[config.mk]
export PLATFORM = sky130hd
export DESIGN_NAME = microwave_ctrl_fsm_flat
export DESIGN_NICKNAME = d
export VERILOG_FILES = /design/src/rtl/microwave_ctrl_fsm_if.sv /design/src/rtl/microwave_ctrl_fsm.sv /design/src/flat_wrapper.sv
export SDC_FILE = /design/constraint.sdc
export NUM_CORES = 1
export LEC_CHECK = 0
export CAP_MARGIN = 10
export CORE_ASPECT_RATIO = 0.75
export CORE_MARGIN = 2
export CORE_UTILIZATION = 35
export CTS_CLUSTER_DIAMETER = 100
export CTS_CLUSTER_SIZE = 20
export DETAILED_ROUTE_END_ITERATION = 6
export SYNTH_ARGS = -nofsm -noshare
export SYNTH_HDL_FRONTEND = slang
export SYNTH_SLANG_ARGS = --single-unit
[constraint.sdc]
create_clock -name sys_clk -period 3.9 [get_ports sys_clk]
set_clock_uncertainty 0.2 [all_clocks]
set_input_delay 0.39 -clock sys_clk [delete_from_list [all_inputs] [get_ports sys_clk]]
set_output_delay 0.39 -clock sys_clk [all_outputs]
set_load 0.02 [all_outputs]
[src/rtl/microwave_ctrl_fsm_if.sv]
// Front-panel bundle between the board buttons/switches and the microwave control FSM.
// The master side drives buttons and switches; the slave side returns status and mode.
interface microwave_ctrl_fsm_if #(
    parameter int TIME_W = 8
);
    logic              btn_start;
    logic              btn_stop;
    logic              btn_mode;
    logic              door_open;
    logic [TIME_W-1:0] time_set;
    logic              start;
    logic              idle;
    logic [1:0]        mode;
    logic              mini_rst;
    logic [TIME_W-1:0] remaining;
    logic              done;
    logic [1:0]        state;

    modport master (
        output btn_start, btn_stop, btn_mode, door_open, time_set,
        input  start, idle, mode, mini_rst, remaining, done, state
    );

    modport slave (
        input  btn_start, btn_stop, btn_mode, door_open, time_set,
        output start, idle, mode, mini_rst, remaining, done, state
    );
endinterface

[src/rtl/microwave_ctrl_fsm.sv]
// Microwave front-panel FSM: button sync/debounce, IDLE/COOK/PAUSE/DONE control, seconds countdown.
// Optional door interlock is enabled by defining MWCTRL_DOOR_INTERLOCK_EN.
module microwave_ctrl_fsm #(
    parameter int CLK_HZ    = 100000000,
    parameter int DB_CYCLES = 1000000,
    parameter int TIME_W    = 8,
    parameter int DONE_HOLD = 3
) (
    input  logic                 sys_clk,
    input  logic                 sys_rst,
    microwave_ctrl_fsm_if.slave  bus
);
    localparam int TICK_W = (CLK_HZ > 1)    ? $clog2(CLK_HZ)    : 1;
    localparam int DB_W   = (DB_CYCLES > 1) ? $clog2(DB_CYCLES) : 1;
    localparam int HOLD_W = (DONE_HOLD > 1) ? $clog2(DONE_HOLD) : 1;

    typedef enum logic [1:0] {
        S_IDLE  = 2'b00,
        S_COOK  = 2'b01,
        S_PAUSE = 2'b10,
        S_DONE  = 2'b11
    } state_t;

    state_t              state_reg;
    logic                start_reg, idle_reg, mini_rst_reg, done_reg;
    logic [1:0]          mode_reg;
    logic [TIME_W-1:0]   remaining_reg;
    logic [HOLD_W-1:0]   hold_cnt_reg;
    logic [TICK_W-1:0]   tick_cnt_reg;

    logic [2:0] btn_raw, btn_pulse;
    logic       p_start, p_stop, p_mode;
    logic       door_force, door_block;
    logic       counting, tick, cook_go, expire;

    assign btn_raw = {bus.btn_mode, bus.btn_stop, bus.btn_start};
    assign p_start = btn_pulse[0];
    assign p_stop  = btn_pulse[1];
    assign p_mode  = btn_pulse[2];

    // Level flips only after DB_CYCLES consecutive differing samples; a rise emits one pulse.
    generate
        for (genvar gi = 0; gi < 3; gi++) begin : gen_btn
            logic            sync1_reg, sync2_reg, level_reg, pulse_reg;
            logic [DB_W-1:0] cnt_reg;

            always_ff @(posedge sys_clk or posedge sys_rst) begin
                if (sys_rst) begin
                    sync1_reg <= 1'b0;
                    sync2_reg <= 1'b0;
                    level_reg <= 1'b0;
                    pulse_reg <= 1'b0;
                    cnt_reg   <= '0;
                end else begin
                    sync1_reg <= btn_raw[gi];
                    sync2_reg <= sync1_reg;
                    pulse_reg <= 1'b0;
                    if (sync2_reg == level_reg) begin
                        cnt_reg <= '0;
                    end else if (cnt_reg == DB_W'(DB_CYCLES - 1)) begin
                        cnt_reg   <= '0;
                        level_reg <= sync2_reg;
                        pulse_reg <= sync2_reg;
                    end else begin
                        cnt_reg <= cnt_reg + 1'b1;
                    end
                end
            end

            assign btn_pulse[gi] = pulse_reg;
        end
    endgenerate

`ifdef MWCTRL_DOOR_INTERLOCK_EN
    logic door_sync1_reg, door_sync2_reg;

    always_ff @(posedge sys_clk or posedge sys_rst) begin
        if (sys_rst) begin
            door_sync1_reg <= 1'b0;
            door_sync2_reg <= 1'b0;
        end else begin
            door_sync1_reg <= bus.door_open;
            door_sync2_reg <= door_sync1_reg;
        end
    end

    assign door_block = door_sync2_reg;
    assign door_force = door_sync2_reg && (state_reg == S_COOK);
`else
    logic unused_door;
    assign unused_door = bus.door_open;
    assign door_block  = 1'b0;
    assign door_force  = 1'b0;
`endif

    // A forced door pause freezes the partial second exactly like PAUSE does.
    assign counting = (state_reg == S_DONE) || ((state_reg == S_COOK) && !door_force);
    assign tick     = counting && (tick_cnt_reg == TICK_W'(CLK_HZ - 1));
    assign cook_go  = (state_reg == S_IDLE) && p_start && !p_stop &&
                      (bus.time_set != '0) && !door_block;
    assign expire   = (state_reg == S_COOK) && !door_force && tick &&
                      (remaining_reg == TIME_W'(1));

    always_ff @(posedge sys_clk or posedge sys_rst) begin
        if (sys_rst) begin
            tick_cnt_reg <= '0;
        end else if (cook_go || expire) begin
            tick_cnt_reg <= '0;
        end else if (counting) begin
            tick_cnt_reg <= tick ? '0 : tick_cnt_reg + 1'b1;
        end
    end

    always_ff @(posedge sys_clk or posedge sys_rst) begin
        if (sys_rst) begin
            state_reg     <= S_IDLE;
            start_reg     <= 1'b0;
            idle_reg      <= 1'b1;
            mode_reg      <= 2'b10;
            mini_rst_reg  <= 1'b0;
            done_reg      <= 1'b0;
            remaining_reg <= '0;
            hold_cnt_reg  <= '0;
        end else begin
            mini_rst_reg <= 1'b0;
            done_reg     <= 1'b0;
            case (state_reg)
                S_IDLE: begin
                    if (p_mode)
                        mode_reg <= (mode_reg == 2'b11) ? 2'b01 : mode_reg + 2'b01;
                    if (cook_go) begin
                        remaining_reg <= bus.time_set;
                        state_reg     <= S_COOK;
                        start_reg     <= 1'b1;
                        idle_reg      <= 1'b0;
                        mini_rst_reg  <= 1'b1;
                    end
                end
                S_COOK: begin
                    if (door_force) begin
                        state_reg <= S_PAUSE;
                        start_reg <= 1'b0;
                    end else begin
                        if (tick)
                            remaining_reg <= remaining_reg - 1'b1;
                        // Expiry outranks a same-cycle stop.
                        if (expire) begin
                            state_reg    <= S_DONE;
                            start_reg    <= 1'b0;
                            done_reg     <= 1'b1;
                            hold_cnt_reg <= '0;
                        end else if (p_stop) begin
                            state_reg <= S_PAUSE;
                            start_reg <= 1'b0;
                        end
                    end
                end
                S_PAUSE: begin
                    if (p_stop) begin
                        state_reg     <= S_IDLE;
                        idle_reg      <= 1'b1;
                        remaining_reg <= '0;
                    end else if (p_start && !door_block) begin
                        state_reg <= S_COOK;
                        start_reg <= 1'b1;
                    end
                end
                S_DONE: begin
                    if (p_stop) begin
                        state_reg <= S_IDLE;
                        idle_reg  <= 1'b1;
                    end else if (tick) begin
                        if (hold_cnt_reg == HOLD_W'(DONE_HOLD - 1)) begin
                            state_reg <= S_IDLE;
                            idle_reg  <= 1'b1;
                        end else begin
                            hold_cnt_reg <= hold_cnt_reg + 1'b1;
                        end
                    end
                end
                default: begin
                    state_reg <= S_IDLE;
                    idle_reg  <= 1'b1;
                    start_reg <= 1'b0;
                end
            endcase
        end
    end

    assign bus.state     = state_reg;
    assign bus.start     = start_reg;
    assign bus.idle      = idle_reg;
    assign bus.mode      = mode_reg;
    assign bus.mini_rst  = mini_rst_reg;
    assign bus.done      = done_reg;
    assign bus.remaining = remaining_reg;
endmodule

[src/flat_wrapper.sv]
// flat-port wrapper written by rule: the top's interface ports become plain ports
module microwave_ctrl_fsm_flat 
#(
    parameter int CLK_HZ    = 100000000,
    parameter int DB_CYCLES = 1000000,
    parameter int TIME_W    = 8,
    parameter int DONE_HOLD = 3
)
  (sys_clk, sys_rst, bus_btn_start, bus_btn_stop, bus_btn_mode, bus_door_open, bus_time_set, bus_start, bus_idle, bus_mode, bus_mini_rst, bus_remaining, bus_done, bus_state);
  microwave_ctrl_fsm_if #(.TIME_W(TIME_W)) bus_i ();
  input  logic sys_clk;
  input  logic sys_rst;
  input wire logic [$bits(bus_i.btn_start)-1:0] bus_btn_start;
  input wire logic [$bits(bus_i.btn_stop)-1:0] bus_btn_stop;
  input wire logic [$bits(bus_i.btn_mode)-1:0] bus_btn_mode;
  input wire logic [$bits(bus_i.door_open)-1:0] bus_door_open;
  input wire logic [$bits(bus_i.time_set)-1:0] bus_time_set;
  output wire logic [$bits(bus_i.start)-1:0] bus_start;
  output wire logic [$bits(bus_i.idle)-1:0] bus_idle;
  output wire logic [$bits(bus_i.mode)-1:0] bus_mode;
  output wire logic [$bits(bus_i.mini_rst)-1:0] bus_mini_rst;
  output wire logic [$bits(bus_i.remaining)-1:0] bus_remaining;
  output wire logic [$bits(bus_i.done)-1:0] bus_done;
  output wire logic [$bits(bus_i.state)-1:0] bus_state;
  assign bus_i.btn_start = bus_btn_start;
  assign bus_i.btn_stop = bus_btn_stop;
  assign bus_i.btn_mode = bus_btn_mode;
  assign bus_i.door_open = bus_door_open;
  assign bus_i.time_set = bus_time_set;
  assign bus_start = bus_i.start;
  assign bus_idle = bus_i.idle;
  assign bus_mode = bus_i.mode;
  assign bus_mini_rst = bus_i.mini_rst;
  assign bus_remaining = bus_i.remaining;
  assign bus_done = bus_i.done;
  assign bus_state = bus_i.state;
  microwave_ctrl_fsm #(.CLK_HZ(CLK_HZ), .DB_CYCLES(DB_CYCLES), .TIME_W(TIME_W), .DONE_HOLD(DONE_HOLD)) u_core (.sys_clk(sys_clk), .sys_rst(sys_rst), .bus(bus_i));
endmodule
Word level (Yosys, flattened, before mapping)

Index checks and enable logic that the tools add are counted.

Add/subtract/negate cells: 7
Equality and inequality tests: 26
Muxes and demuxes: 50
Bitwise gates (word level): 3
Reduce and logical (&&, ||, !) cells: 24

Operators with widths:

| operator                                                           | number |
|---|---|
| 20-bit 2-to-1 mux                                                  | 6 |
| 27-bit 2-to-1 mux                                                  | 3 |
| 20-bit by 1-bit adder with 20-bit output, second input constant    | 3 |
| 20-bit == test, second input constant                              | 3 |
| 27-bit by 1-bit adder with 27-bit output, second input constant    | 1 |
| 27-bit == test, second input constant                              | 1 |
| 2-bit 2-to-1 mux                                                   | 13 |
| 8-bit 2-to-1 mux                                                   | 3 |
| 8-bit one-hot mux with 3 select lines                              | 1 |
| 1-bit 2-to-1 mux                                                   | 20 |
| 5-bit AND reduction                                                | 4 |
| 2-bit by 1-bit != test with 1-bit output, second input constant    | 6 |
| 3-bit by 1-bit != test with 1-bit output, second input constant    | 3 |
| 2-bit == test, second input constant                               | 4 |
| 8-bit by 1-bit == test with 1-bit output, second input constant    | 1 |
| 2-bit one-hot mux with 4 select lines                              | 1 |
| 2-bit AND reduction                                                | 4 |
| 8-bit nonzero test                                                 | 1 |
| 8-bit by 1-bit subtractor with 8-bit output, second input constant | 1 |
| 1-bit logical AND                                                  | 6 |
| 2-bit != test, second input constant                               | 3 |
| 1-bit one-hot mux with 3 select lines                              | 2 |
| 3-bit nonzero test                                                 | 2 |
| 2-bit by 1-bit adder with 2-bit output, second input constant      | 2 |
| 10 further kinds                                                   | 16 |

Register bits after elaboration: 117

Longest topological paths before layout

Gate-level depths: netlist (run 1).

Depth after elaboration: 7
Mapped depth: 9
Mapped depth without buffers: 8

Least setup slack after synthesis (run 1)

OpenSTA, ideal clock, no wires.

Path kind: register to register
Start: reg u_core.state_reg[0], in the netlist u_core.bus.state[0]
End: reg u_core.tick_cnt_reg[24]
Setup time: 0.073 ns
Data arrival time: 2.053 ns
Required time: 3.627 ns
Slack: 1.574 ns
Stages on the path, launching flop included: 10
Buffers on the path: 1
Period minus slack after synthesis: 2.326 ns
Cells stage by stage: dfrtp_1 inv_1 ha_1 inv_1 a211o_1 clkinv_2 o21ai_2 buf_6 or4_4 a21oi_2

Word-level cells in the longest chain between the ends: 7
Elaborated cells on any way between the ends: 15
Classes of those cells: 2 x eq/ne; 3 x mux; 10 x reduce/logical

Ends and longest elaborated chain:

| item                                                                      | line                                                | source |
|---|---|---|
| start: declaration                                                        | microwave_ctrl_fsm.sv:24                            | `state_t state_reg;` |
| start signal: assignment                                                  | microwave_ctrl_fsm.sv:116                           | `state_reg <= S_IDLE;` |
| start signal: assignment                                                  | microwave_ctrl_fsm.sv:133                           | `state_reg <= S_COOK;` |
| start signal: assignment                                                  | microwave_ctrl_fsm.sv:141                           | `state_reg <= S_PAUSE;` |
| 2-bit == test or 2-bit by 1-bit == test with 1-bit output (tied branches) | microwave_ctrl_fsm.sv:97, microwave_ctrl_fsm.sv:101 |  |
| 1-bit logical OR                                                          | microwave_ctrl_fsm.sv:97                            | `assign counting = (state_reg == S_DONE) \|\| ((state_reg == S_COOK) && !door_force);` |
| 1-bit logical AND                                                         | microwave_ctrl_fsm.sv:98                            | `assign tick = counting && (tick_cnt_reg == TICK_W'(CLK_HZ - 1));` |
| 1-bit logical AND (2 in a row)                                            | microwave_ctrl_fsm.sv:101                           | `assign expire = (state_reg == S_COOK) && !door_force && tick &&` |
| 1-bit logical OR                                                          | microwave_ctrl_fsm.sv:107                           | `end else if (cook_go \|\| expire) begin` |
| 27-bit 2-to-1 mux or 2-bit nonzero test (tied branches)                   | -                                                   |  |
| end signal: assignment                                                    | microwave_ctrl_fsm.sv:110                           | `tick_cnt_reg <= tick ? '0 : tick_cnt_reg + 1'b1;` |
| end: declaration                                                          | microwave_ctrl_fsm.sv:29                            | `logic [TICK_W-1:0] tick_cnt_reg;` |

Parallel ways exist; a longest one is shown, timed or not. The select of a mux whose other input is x is not followed.
A chain may end at the register's enable or synchronous reset.

Worst setup path after layout (run 1)

Start: reg u_core.tick_cnt_reg[0]
End: reg u_core.hold_cnt_reg[1]

Word-level cells in the longest chain between the ends: 6
Elaborated cells on any way between the ends: 7
Classes of those cells: 3 x eq/ne; 4 x reduce/logical

Ends and longest elaborated chain:

| item                                               | line                      | source |
|---|---|---|
| 27-bit == test (*)                                 | microwave_ctrl_fsm.sv:98  |  |
| 1-bit logical AND (*)                              | microwave_ctrl_fsm.sv:98  |  |
| 1-bit logical AND (2 in a row)                     | microwave_ctrl_fsm.sv:101 |  |
| 2-bit by 1-bit != test with 1-bit output (no line) | -                         |  |
| 5-bit AND reduction (no line) (*)                  | -                         |  |
| end signal: assignment                             | microwave_ctrl_fsm.sv:177 | `hold_cnt_reg <= hold_cnt_reg + 1'b1;` |
| end: declaration                                   | microwave_ctrl_fsm.sv:28  | `logic [HOLD_W-1:0] hold_cnt_reg;` |

Every way passes the cells marked *; elsewhere a longest branch is shown, timed or not.

==> out/results.ini, run 1 <==
[die]
pin_count = 30
die_x_um = 156
die_h_um = 118
start_util = 0.360
die_area_sq_mm = 0.0185
rows = 41
placeableCoreArea_sq_mm = 0.0169

[pwr]
power.density_mw_per_mm2 = 522
p_clk_frac = 0.396
switching_power_mw = 1.18
power_mw = 3.73
p_seq_frac = 0.383
p_int_mw = 2.55
swShare = 0.316
ir_drop_mv = 0.280
p_leak_nw = 2.93
power_frac_comb = 0.221

[drt]
antenna_left = 0
num_vias = 4734
wirelength_met1_mm = 6.62
drc = 0
drt_wl_total_mm = 12.8
avgRoutedWirePerCell_um = 14.4
via_per_inst = 5.36
drtIter0Drc = 404
dr.pass1.iters = 6
routed-wl-met3_um = 565
wl_met2_mm = 5.42
highest_layer = met4

[finish]
layout_common_cells = dfrtp_1, nor2_1, nand2_1, xnor2_1, xor2_1
antenna_cells = 0
finalNonFillerCells = 883
regArea_sq_mm = 0.00293
largest_register_ffs = 60
layout-drive-gt1-share = 0.0823
final_common_cell = dfrtp_1
synthToLayoutAreaGrowth_pct = 17.3
final_nets = 682
multi_input_area_sq_mm = 0.00298
n_fill_cell = 1626
final_core_util = 0.422

[logic_synthesis]
syn_area_per_cell_sq_um = 9.82
syn-num-nets = 647
ys_seq_elements = 117
synth_largest_area_cell = dfrtp_1
synth_edf_count = 0
ys.flop_type = dfrtp_1
syn_area_sq_mm = 0.00609
async_flop_share = 1.00
seq_area_frac_synth = 0.481
synth.top_cell.area_share = 0.472
yosysWarnings = 0
netlist_instances = 620
synth.area.top_cells = dfrtp_1, nor2_1, xnor2_1
synth_cell_type_count = 65

[global_routing]
grt_pass1_wl_mm = 22.2
antenna_found_initial = 0
grt_start_max_net_pins = 75
track_usage = 0.149
overflow = 0
grt_pass1_vias = 4502

[timing]
max_freq_ghz = 0.380
setup_slack_ns = 1.27
slew_headroom = 0.435
setup_viol = 0
hold_violations = 0
drv_slew = 0
rsz0062_at_grt = no
post-route-min-period_ns = 2.63
tightest_slew_ns = 0.839
period_share = 0.674
tns_ns = 0

[min_path]
holdPathStages = 0
holdPathEnd = u_core.gen_btn[2].sync2_reg$_DFF_PP0_
min_from = u_core.gen_btn[2].sync1_reg$_DFF_PP0_
hold_class = flop to flop

[placed_design]
post-place-ws_ns = 0.926
dp_cells = 851
dp_hpwl_mm = 8.68
portBuffers = 28
place_congestion = 0.841

[setup_path]
path_max_fanout = 9
setup.worst_path.end_class = flop
ff2ff_setup_slack_ns = 1.27
crit_required_ns = 3.98
r2r_cells = 6
reg2reg_to = u_core.hold_cnt_reg[1]$_DFFE_PP0P_
r2r_start = u_core.tick_cnt_reg[0]$_DFFE_PP0P_
worstSetupStartpointType = flop
criticalPathCategory = flop to flop
cp.arrival_ns = 2.71

[clocking]
hold_buffers = 0
cts_setup_buffers = 0
cts_sinks = 117
root_buffer = clkbuf_16
htreeDepth = 4
numCtsBuffers = 17
clk_latency_ns = 0.42
clockBufferDepth = 2
cts_tree = done
cts_resized = 0
path_clk_slew_ns = 0.05

[status]
status = finished, final reports clean

[job]
drv_cap = 0

[kinds of logic after synthesis]
group / share of synthesized area
mux: 0.0138
simple gates: 0.248
xor+xnor: 0.0978
compound gates: 0.103
buf+inv: 0.0296
flops: 0.481
fa+ha+maj: 0.0267
[Yosys cell counts (all sizes together) (2+ instances only)]
library cell and number:
a22oi 2, nor2b 2, xnor2 37, inv 20, a21o 2, a2bb2oi 4, or3 13, nand3 30
clkbuf 4, dfstp 2, and4 9, nor2 93, o21ai 23, o31a 3, o211ai 5, mux2 3
a31oi 5, dfrtp 115, nor3b 3, nor4 15, a21oi 24, buf 11, mux2i 5, ha 13
nor3 17, o41ai 2, nand2b 2, nand4 23, o31ai 7, or4 6, o32a 2, o2111ai 5
nor4b 6, and2 6, xor2 31, nand2 40, clkinv 2, and3 17
[area by class of cell]
class / count / share of cell area
multi-input combinational: 466 / 0.417
sequential: 117 / 0.410
clock buffer: 21 / 0.0645
timing repair buffer: 31 / 0.0441
tap: 215 / 0.0377
clock inverter: 11 / 0.0142
inverter: 22 / 0.0121
[per-layer routing]
metal	track usage	vias up
met2	0.210	91
met4	0.0430	0
met5	0	-
li1	-	2318
met3	0.0411	16
met1	0.221	2309
[how the worst max path moves through the flow]
stage	cells after the start	slack (ns)	to	from
floorplan	1	0.21	u_core.bus.done$_DFF_PP0_	sys_rst
global placement	7	0.99	u_core.tick_cnt_reg[24]$_DFFE_PP0P_	bus_time_set[6]
detailed placement	7	0.93	u_core.tick_cnt_reg[20]$_DFFE_PP0P_	bus_time_set[6]
CTS	8	1.25	u_core.tick_cnt_reg[23]$_DFFE_PP0P_	u_core.bus.state[1]$_DFFE_PP0P_
global route	6	0.97	u_core.hold_cnt_reg[1]$_DFFE_PP0P_	u_core.tick_cnt_reg[0]$_DFFE_PP0P_
finish	6	1.27	u_core.hold_cnt_reg[1]$_DFFE_PP0P_	u_core.tick_cnt_reg[0]$_DFFE_PP0P_
[power groups by stage]
stage	clock (mW)	combinational, mW	sequential, mW
after floorplan	0	0.534	1.47
after global placement	0	0.817	1.44
after detailed placement	0	0.824	1.44
after CTS	1.51	0.827	1.43
after global routing	1.57	0.921	1.44
final	1.48	0.825	1.43
[worst max-delay path: stages (launching register included)]
cell,delay (ns)
dfrtp_1,0.38
ha_1,0.33
nor4b_2,0.30
and4_1,0.48
nand3_2,0.21
a2111oi_0,0.49
a211oi_1,0.10
[through the flow]
step | instance area (sq um) | hold slack [ns]
final | 7140 | 0.147
after global routing | 7140 | 0.157
after CTS | 7140 | 0.147
after detailed placement | 6580 | 0.135
after global placement | 6580 | 0.135
after floorplan | 6090 | 0.131
Power figures use the tool's default switching activity.
==> run 2, diff against run 1 <==
Clock period 3.9 ns to 2.4 ns, I/O delays scaled along.
==> run 2 against run 1 <==
Via count up 4.4%. Hold slack worse by 0.085 ns. Setup slack worse by 1.2 ns. Total power up 74%. Sequential power up 62%. Critical path depth up 3. First-iteration DRC count up 11%.
==> out/results.ini, run 2 (synthesis results as in run 1) <==
[status]
status = finished, final reports clean

[placed_design]
place_congestion = 0.888  ; +5.6%
portBuffers = 28  ; unchanged
dp_hpwl_mm = 9.87  ; +14%

[timing]
tightest_slew_ns = 0.453  ; -0.386 ns
rsz0062_at_grt = no
post-route-min-period_ns = 2.28  ; -0.349 ns
hold_violations = 0  ; unchanged
worst_hold_slack_ns = 0.0624  ; -0.0850 ns
period_share = 0.950  ; +0.276
slew_headroom = 0.698  ; +0.262
max_freq_ghz = 0.439  ; +15%
drv_slew = 0  ; unchanged
setup_viol = 0  ; unchanged
tns_ns = 0  ; unchanged

[pwr]
p_leak_nw = 3.19  ; +9.0%
power_frac_comb = 0.240  ; +0.019
power.density_mw_per_mm2 = 853  ; +64%
p_clk_frac = 0.404  ; +0.008
p_seq_frac = 0.356  ; -0.027
switching_power_mw = 2.02  ; +71%
power_mw = 6.50  ; +74%
ir_drop_mv = 0.523  ; +87%
p_int_mw = 4.48  ; +76%
swShare = 0.310  ; -0.00592

[finish]
antenna_cells = 0  ; unchanged
layout_common_cells = dfrtp_1, nor2_1, buf_4, nand2_1, xnor2_1
final_common_cell = dfrtp_1
layout-drive-gt1-share = 0.158  ; +0.0755
largest_register_ffs = 60  ; unchanged
synthToLayoutAreaGrowth_pct = 25.1
final_nets = 730  ; +7.0%

[setup_path]
crit_end = u_core.tick_cnt_reg[18]$_DFFE_PP0P_
cpMaxStageDelayCell = dfrtp_1
critPathMaxStageDelay_ns = 0.38  ; -0.11 ns
critPathBufInv = 4  ; +4
criticalPathCategory = flop to flop
worstPathCellList = inv_1 -> ha_2 -> inv_1 -> a211o_1 -> inv_4 -> buf_4 -> o2111ai_4 -> or3_1 -> a21oi_1
cp.depth = 9  ; +3
worstSetupStartpointType = flop
worstSetupStartpoint = u_core.bus.state[1]$_DFFE_PP0P_
setup.worst_path.end_class = flop
cp_common_cell = inv_1
crit_required_ns = 2.54  ; -1.44 ns
ff2ff_setup_slack_ns = 0.12  ; -1.15 ns
path_max_fanout = 6  ; -3
cp.arrival_ns = 2.42  ; -0.29 ns
r2r_start = u_core.bus.state[1]$_DFFE_PP0P_
reg2reg_to = u_core.tick_cnt_reg[18]$_DFFE_PP0P_
r2r_cells = 9  ; +3
critPathTopFamily = compound AO/OA/AOI/OAI gates

[clocking]
numCtsBuffers = 17  ; unchanged
cts_sinks = 117  ; unchanged
root_buffer = clkbuf_16
cts_setup_buffers = 0  ; unchanged
htreeDepth = 4  ; unchanged
cts_tree = done
clockBufferDepth = 2  ; unchanged
path_clk_slew_ns = 0.06  ; about the same
clk_latency_ns = 0.41  ; about the same

[die]
die_x_um = 156  ; unchanged
die_area_sq_mm = 0.0185  ; unchanged
die_h_um = 118  ; unchanged
start_util = 0.360  ; unchanged
rows = 41  ; unchanged
placeableCoreArea_sq_mm = 0.0169  ; unchanged
pin_count = 30  ; unchanged

[global_routing]
track_usage = 0.162  ; +0.0134
grt_start_max_net_pins = 69  ; -8.0%
grt_pass1_vias = 4845  ; +7.6%
grt_pass1_wl_mm = 24.1  ; +8.5%
antenna_found_initial = 0  ; unchanged
overflow = 0  ; unchanged

[job]
drv_cap = 0  ; unchanged

[drt]
avgRoutedWirePerCell_um = 15.1  ; +4.6%
drtIter0Drc = 447  ; +11%
drc = 0  ; unchanged
drt_wl_total_mm = 14.1  ; +10%
antenna_left = 0  ; unchanged
via_per_inst = 5.31  ; -0.97%
dr.pass1.iters = 5  ; -1
num_vias = 4943  ; +4.4%

[min_path]
holdPathStages = 1  ; +1
hold_class = input port to flop

-- run 2: worst min-delay path by stage --
stage / to / from / slack, ns
floorplan: u_core.gen_btn[0].sync1_reg$_DFF_PP0_ / bus_btn_start / 0.07
global placement: u_core.gen_btn[2].sync2_reg$_DFF_PP0_ / u_core.gen_btn[2].sync1_reg$_DFF_PP0_ / 0.13
detailed placement: u_core.gen_btn[2].sync2_reg$_DFF_PP0_ / u_core.gen_btn[2].sync1_reg$_DFF_PP0_ / 0.14
CTS: u_core.gen_btn[2].sync1_reg$_DFF_PP0_ / bus_btn_mode / 0.04
global route: u_core.gen_btn[2].sync1_reg$_DFF_PP0_ / bus_btn_mode / 0.03
finish: u_core.gen_btn[2].sync1_reg$_DFF_PP0_ / bus_btn_mode / 0.06
-- run 2: through the flow --
| step | instances | cell area, sq um | setup WS, ns | utilization |
|---|---|---|---|---|
| 3_5_place_dp | 897 | 6940 | -0.198 | 0.410 |
| 4_1_cts | 930 | 7570 | 0.0793 | 0.447 |
| 2_1_floorplan | 620 | 6090 | 0.0736 | - |
| 6_report | 931 | 7620 | 0.120 | 0.450 |
| 5_1_grt | 931 | 7620 | 0.000618 | 0.450 |
| 3_3_place_gp | 897 | 6940 | -0.0218 | 0.410 |
-- run 2: routing by layer --
layer,track usage,routed length [um]
met5,0,0
met4,0.0275,61
met3,0.0561,621
met2,0.243,6370
met1,0.229,7020
-- run 2: worst register-to-register path, cell delays in order (launching register included) --
cell and delay, ns:
dfrtp_1 0.38, inv_1 0.11, ha_2 0.20, inv_1 0.06, a211o_1 0.33, inv_4 0.12, buf_4 0.13, o2111ai_4 0.15
or3_1 0.37, a21oi_1 0.14
-- run 2: power groups by stage --
| stage | Clock, mW | Combinational, mW | Sequential (mW) |
|---|---|---|---|
| 5_1_grt | 2.78 | 1.73 | 2.34 |
| 2_1_floorplan | 0 | 0.868 | 2.39 |
| 3_3_place_gp | 0 | 1.52 | 2.34 |
| 3_5_place_dp | 0 | 1.53 | 2.34 |
| 6_report | 2.63 | 1.56 | 2.32 |
| 4_1_cts | 2.68 | 1.54 | 2.31 |
-- run 2: area by class of cell --
type / count / area [sq um]
Tap cell: 215 / 269
Fill cell: 1561 / 9310
Timing Repair Buffer: 78 / 683
Inverter: 22 / 88.8
Multi-Input combinational cell: 467 / 3030
Clock inverter: 14 / 178
Clock buffer: 18 / 439
Sequential cell: 117 / 2930
-- run 2: timing repair --
action                                 4_1_cts  5_1_grt
gates cloned                                 0        1
resized for setup                            1       11
hold buffers                                 1        0
pin swaps                                    0        2
endpoints found under the hold margin       13        0
setup endpoints to repair                   12       38
